--- src/rtl/hex_display_mux.sv ---
// hex_display_mux: picks one of NUM_CH packed hex words (manual, step, auto-rotate or hold)
// and drives DIGITS active-low seven-segment displays through a two-stage registered pipeline.
module hex_display_mux #(
  parameter int unsigned NUM_CH     = 2,
  parameter int unsigned DIGITS     = 6,
  parameter int unsigned ROT_CYCLES = 50_000_000,
  localparam int unsigned CH_W      = $clog2(NUM_CH)
) (
  input  logic                       CLOCK_50,
  input  logic                       reset,
  input  logic [NUM_CH*DIGITS*4-1:0] values,
  input  logic [1:0]                 mode,
  input  logic [CH_W-1:0]            ch_sel,
  input  logic                       step,
  input  logic                       blank_lz,
  output logic [DIGITS*7-1:0]        segments,
  output logic [CH_W-1:0]            cur_ch
);

  localparam int unsigned ROT_W = $clog2(ROT_CYCLES);
  localparam int unsigned VAL_W = DIGITS * 4;
  localparam logic [CH_W-1:0]  LAST_CH  = CH_W'(NUM_CH - 1);
  localparam logic [ROT_W-1:0] ROT_LAST = ROT_W'(ROT_CYCLES - 1);

  localparam logic [1:0] MODE_MANUAL = 2'b00;
  localparam logic [1:0] MODE_STEP   = 2'b01;
  localparam logic [1:0] MODE_AUTO   = 2'b10;
  localparam logic [1:0] MODE_HOLD   = 2'b11;

  logic [CH_W-1:0]    r_cur_ch;
  logic [VAL_W-1:0]   r_shown;
  logic               r_shown_vld;
  logic               r_step_q;
  logic [ROT_W-1:0]   r_rot_cnt;
  logic [DIGITS*7-1:0] r_seg;

  logic [CH_W-1:0]     w_next_ch;
  logic [CH_W-1:0]     w_cur_ch_nxt;
  logic [ROT_W-1:0]    w_rot_nxt;
  logic [VAL_W-1:0]    w_sel_val;
  logic [DIGITS*7-1:0] w_seg_d;
  logic                w_lz_run;

  function automatic logic [6:0] f_hex7(input logic [3:0] i_nib);
    logic [6:0] w_code;
    case (i_nib)
      4'h0:    w_code = 7'h40;
      4'h1:    w_code = 7'h79;
      4'h2:    w_code = 7'h24;
      4'h3:    w_code = 7'h30;
      4'h4:    w_code = 7'h19;
      4'h5:    w_code = 7'h12;
      4'h6:    w_code = 7'h02;
      4'h7:    w_code = 7'h78;
      4'h8:    w_code = 7'h00;
      4'h9:    w_code = 7'h10;
      4'hA:    w_code = 7'h08;
      4'hB:    w_code = 7'h03;
      4'hC:    w_code = 7'h46;
      4'hD:    w_code = 7'h21;
      4'hE:    w_code = 7'h06;
      default: w_code = 7'h0E;
    endcase
    return w_code;
  endfunction

  always_comb begin
    w_sel_val = '0;
    for (int unsigned c = 0; c < NUM_CH; c++) begin
      if (r_cur_ch == CH_W'(c)) w_sel_val = values[c*VAL_W +: VAL_W];
    end
  end

  // rot_cnt stays at zero outside auto-rotate so every entry starts a full period.
  always_comb begin
    w_next_ch    = (r_cur_ch == LAST_CH) ? '0 : r_cur_ch + CH_W'(1);
    w_cur_ch_nxt = r_cur_ch;
    w_rot_nxt    = '0;
    case (mode)
      MODE_MANUAL: begin
        if (32'(ch_sel) < NUM_CH) w_cur_ch_nxt = ch_sel;
      end
      MODE_STEP: begin
        if (step && !r_step_q) w_cur_ch_nxt = w_next_ch;
      end
      MODE_AUTO: begin
        if (r_rot_cnt == ROT_LAST) w_cur_ch_nxt = w_next_ch;
        else                       w_rot_nxt    = r_rot_cnt + ROT_W'(1);
      end
      default: ;
    endcase
  end

  // Scan from the top digit down; the run of blanks ends at the first non-zero nibble.
  always_comb begin
    w_lz_run = blank_lz;
    w_seg_d  = '0;
    for (int d = DIGITS - 1; d >= 0; d--) begin
      if (r_shown[d*4 +: 4] != 4'h0) w_lz_run = 1'b0;
      if (w_lz_run && d != 0) w_seg_d[d*7 +: 7] = 7'h7F;
      else                    w_seg_d[d*7 +: 7] = f_hex7(r_shown[d*4 +: 4]);
    end
  end

  always_ff @(posedge CLOCK_50) begin
    if (reset) begin
      r_cur_ch    <= '0;
      r_shown     <= '0;
      r_shown_vld <= 1'b0;
      r_step_q    <= 1'b0;
      r_rot_cnt   <= '0;
      r_seg       <= '1;
    end else begin
      r_step_q  <= step;
      r_rot_cnt <= w_rot_nxt;
      if (mode != MODE_HOLD) begin
        r_cur_ch    <= w_cur_ch_nxt;
        r_shown     <= w_sel_val;
        r_shown_vld <= 1'b1;
        // Displays stay dark until the first real value has reached the shown stage.
        r_seg       <= r_shown_vld ? w_seg_d : '1;
      end
    end
  end

  assign segments = r_seg;
  assign cur_ch   = r_cur_ch;

endmodule

--- config.mk ---
export PLATFORM = sky130hd
export DESIGN_NAME = hex_display_mux
export DESIGN_NICKNAME = d
export VERILOG_FILES = /design/src/rtl/hex_display_mux.sv
export SDC_FILE = /design/constraint.sdc
export NUM_CORES = 1
export LEC_CHECK = 0
export CORE_ASPECT_RATIO = 2
export CORE_UTILIZATION = 58
export DETAILED_ROUTE_END_ITERATION = 7
export PLACE_DENSITY = 0.9
export SETUP_SLACK_MARGIN = 0.5
export SYNTH_ARGS = -nofsm -noshare
export SYNTH_HDL_FRONTEND = slang
export SYNTH_SLANG_ARGS = --single-unit
--- constraint.sdc ---
create_clock -name CLOCK_50 -period 6.3 [get_ports CLOCK_50]
set_input_delay 0.63 -clock CLOCK_50 [delete_from_list [all_inputs] [get_ports CLOCK_50]]
set_output_delay 0.63 -clock CLOCK_50 [all_outputs]
set_load 0.02 [all_outputs]
==> out/results.tsv <==
stage	metric	value	unit
power_and_ir_drop	power_density	302	nW/um^2
layout	multi_input_area	3190	sq um
run_status	outcome	complete, no violations	
yosys	synth_warnings	0	
layout	area_delta_synth_final	25.2	%
sta	final.min_clock_period	3890	ps
sta	max_freq	257	MHz
clocking	cts_root_buffer	clkbuf_16	
critical_path	cpMostUsedCell	inv_1	
clocking	cts_resized	0	
critical_path	cp-end-kind	flip-flop	
critical_path	crit_chain	clkdlybuf4s50_1, ha_1, buf_4, inv_1, buf_4, nand2_1, a21oi_1, inv_1, ha_1, inv_1, mux4_2	
yosys	synth_ff_type	dfxtp_1	
power_and_ir_drop	switchingPower	0.623	mW
routing	viasPerCell	5.87	
critical_path	slowest_delay	810	ps
layout	fin_nets	833	
clocking	numClockSinks	137	
critical_path	cp_slowest_cell	inv_1	
power_and_ir_drop	leakagePower	3.05	nW
floorplan	die-area	11300	sq um
yosys	synth-edff-count	0	
sta	fin_setup_tns	0	ps
sta	finalHoldViolCount	0	
global_routing	antenna_found_initial	0	
power_and_ir_drop	seq_power_share	0.410	
placement	dp_hpwl	10.5	mm
power_and_ir_drop	switching_share	0.262	
yosys	synth_cell_type_count	48	
clocking	clk_path_buf_depth	2	
layout	antennaDiodeCount	0	
layout	stdcell_area	7880	sq um
yosys	synth_top_area_share	0.436	
clocking	ctsHtreeMaxLevel	4	
sta	rsz0062_at_grt	no	
routing	drtAntennaViolNets	0	
placement	port_buffers	97	
critical_path	crit_type	primary input to flip-flop	
power_and_ir_drop	clockPowerShare	0.436	
clocking	numCtsBuffers	17	
critical_path	cp.arrival	4190	ps
global_routing	grt_overflow	0	
floorplan	fp.coreArea	10500	sq um
clocking	cts_setup_buffers	0	
layout	stdcell_count	887	
sta	hold_ws	433	ps
sta	setup_viol	0	
power_and_ir_drop	p_int	1.76	mW
routing	routedWlPerCell	16.9	microns
critical_path	cp.required	6600	ps
layout	seq_area	2740	sq um
yosys	ys_ff_latch	137	
yosys	synth_top_cells_by_area	dfxtp_1 44%, ha_1 8.1%, o22ai_1 5.8%, mux2i_1 4.8%, nand2b_1 4.3%	
sta	tightest_slew	1060	ps
worst_hold_path	min_path_type	flip-flop to flip-flop	
placement	gp_congestion	0.896	
placement	placed_cells	855	
global_routing	grt_pass1_vias	5269	
routing	dr.pass1.iters	5	
layout	drive_above_1_share	0.0907	
routing	drc	0	
critical_path	worstSetupStartpointType	primary input	
clocking	clkLatencyLatePin	430	ps
floorplan	start_util	0.597	
floorplan	io_pins	98	
flow_run	drv_cap	0	
yosys	avgSynthCellArea	9.73	sq um
layout	fillerInstances	678	
clocking	cts_tree	done	
power_and_ir_drop	power_frac_comb	0.154	
placement	place_area	7250	sq um
global_routing	grtUsageTotal	0.283	
yosys	syn-num-nets	743	
clocking	clk_pin_slew	60	ps
routing	vias	5205	
yosys	synth_top_area_cell	dfxtp_1	
floorplan	fp.dieW	75.7	microns
floorplan	die_height	149	microns
critical_path	cp_max_fo	33	
sta	finalCritPeriodShare	0.618	
yosys	synth_area	6290	sq um
yosys	synthCells	647	
global_routing	grt_pass1_wl	24.0	mm
power_and_ir_drop	vdd_drop_max	0.232	mV
global_routing	grt_max_degree	71	
yosys	ys_seq_area_frac	0.436	
sta	relSlewSlack	0.290	
sta	skew	7.17	ps
routing	finalWirelength	15.0	mm
sta	finalMaxSlewViolations	0	
clocking	holdBufCountCts	0	
floorplan	rows	53	
routing	drtIter0Drc	286	
yosys	async_reset_ff_frac	0	
-- per-layer routing --
metal,track usage,part of all wire,vias to the layer above,routed length (microns)
li1,-,-,2462,-
met1,0.264,0.34,2500,5140
met2,0.514,0.57,185,8480
met3,0.0743,0.046,58,692
met4,0.181,0.046,0,685
met5,0,0,-,0
-- cell families (layout without fill, tap and decap cells) --
logic type / after synthesis / in the layout / synth area share
compound gates: 136 / 136 / 0.147
mux: 42 / 42 / 0.0799
flops: 137 / 137 / 0.436
simple gates: 198 / 198 / 0.165
buf+inv: 69 / 172 / 0.0576
fa+ha+maj: 41 / 41 / 0.0815
xor+xnor: 24 / 24 / 0.0334
-- stage by stage --
stage	utilization	worst slack, ps	power [mW]
CTS	0.747	2420	2.38
global route	0.747	2140	2.46
finish	0.747	2410	2.38
global placement	0.688	2120	1.33
floorplan	-	3570	1.22
detailed placement	0.688	1990	1.35
-- power by group through the flow --
stage	logic [mW]	registers [mW]	clock network, mW
after CTS	0.365	0.974	1.05
after global routing	0.396	0.981	1.09
after detailed placement	0.359	0.991	0
after floorplan	0.214	1.01	0
final	0.367	0.974	1.04
after global placement	0.346	0.989	0
-- cell usage in the layout, fill, tap and decap left out, types with 9 or more instances in the layout --
cell / Yosys / layout
a21oi_1: 38 / 38
clkbuf_16: 0 / 17
clkdlybuf4s50_1: 0 / 96
dfxtp_1: 137 / 137
ha_1: 41 / 41
inv_1: 33 / 33
mux2i_1: 30 / 30
nand2_1: 29 / 29
nand2b_1: 43 / 43
nand3_1: 14 / 14
nand4_1: 9 / 9
nor2_1: 55 / 55
nor2b_1: 18 / 18
o22a_1: 14 / 14
o22ai_1: 58 / 58
xor2_1: 18 / 18
-- worst max-delay path, delay by kind of cell --
family	cells	cell delay, ps
fa+ha+maj	2	520
compound gates	1	370
simple gates	1	100
mux	1	440
buf+inv	6	2110
-- worst paths after layout --
kind / to / start / slack (ps) / cells past startpoint
min reg2reg: segments[11]$_SDFFE_PP1N_ / flip-flop / 430 / 1
max reg2reg: flip-flop / cur_ch$_SDFFE_PP0P_ / 3520 / 8
min: segments[11]$_SDFFE_PP1N_ / flip-flop / 430 / 1
max: flip-flop / mode[0] / 2410 / 11
-- cell usage after synthesis, types with 2 or more instances --
cell      number
a211oi_2       4
o22ai_1       58
a211o_1        6
clkinv_1       2
xnor2_1        6
inv_1         33
and4_1         4
a211oi_1       2
xor2_1        18
a32o_1         6
clkbuf_1      11
or2_2          6
inv_2          2
nor2b_1       18
mux4_2         6
mux2i_1       30
buf_4          7
a21oi_1       38
nand2b_1      43
nor4_1         8
o22a_1        14
ha_1          41
nor2_1        55
nand4_1        9
mux2_2         6
nand3b_1       2
and3_1         4
buf_6          5
dfxtp_1      137
nand3_1       14
nand2_1       29
buf_12         2
buf_2          6
-- final cells by class --
class | instances | share of cell area
Sequential cell | 137 | 0.348
Clock inverter | 14 | 0.0238
Timing Repair Buffer | 103 | 0.128
Tap cell | 137 | 0.0218
Clock buffer | 18 | 0.0557
Inverter | 37 | 0.0176
Multi-Input combinational cell | 441 | 0.405
Power figures use the tool's default switching activity.
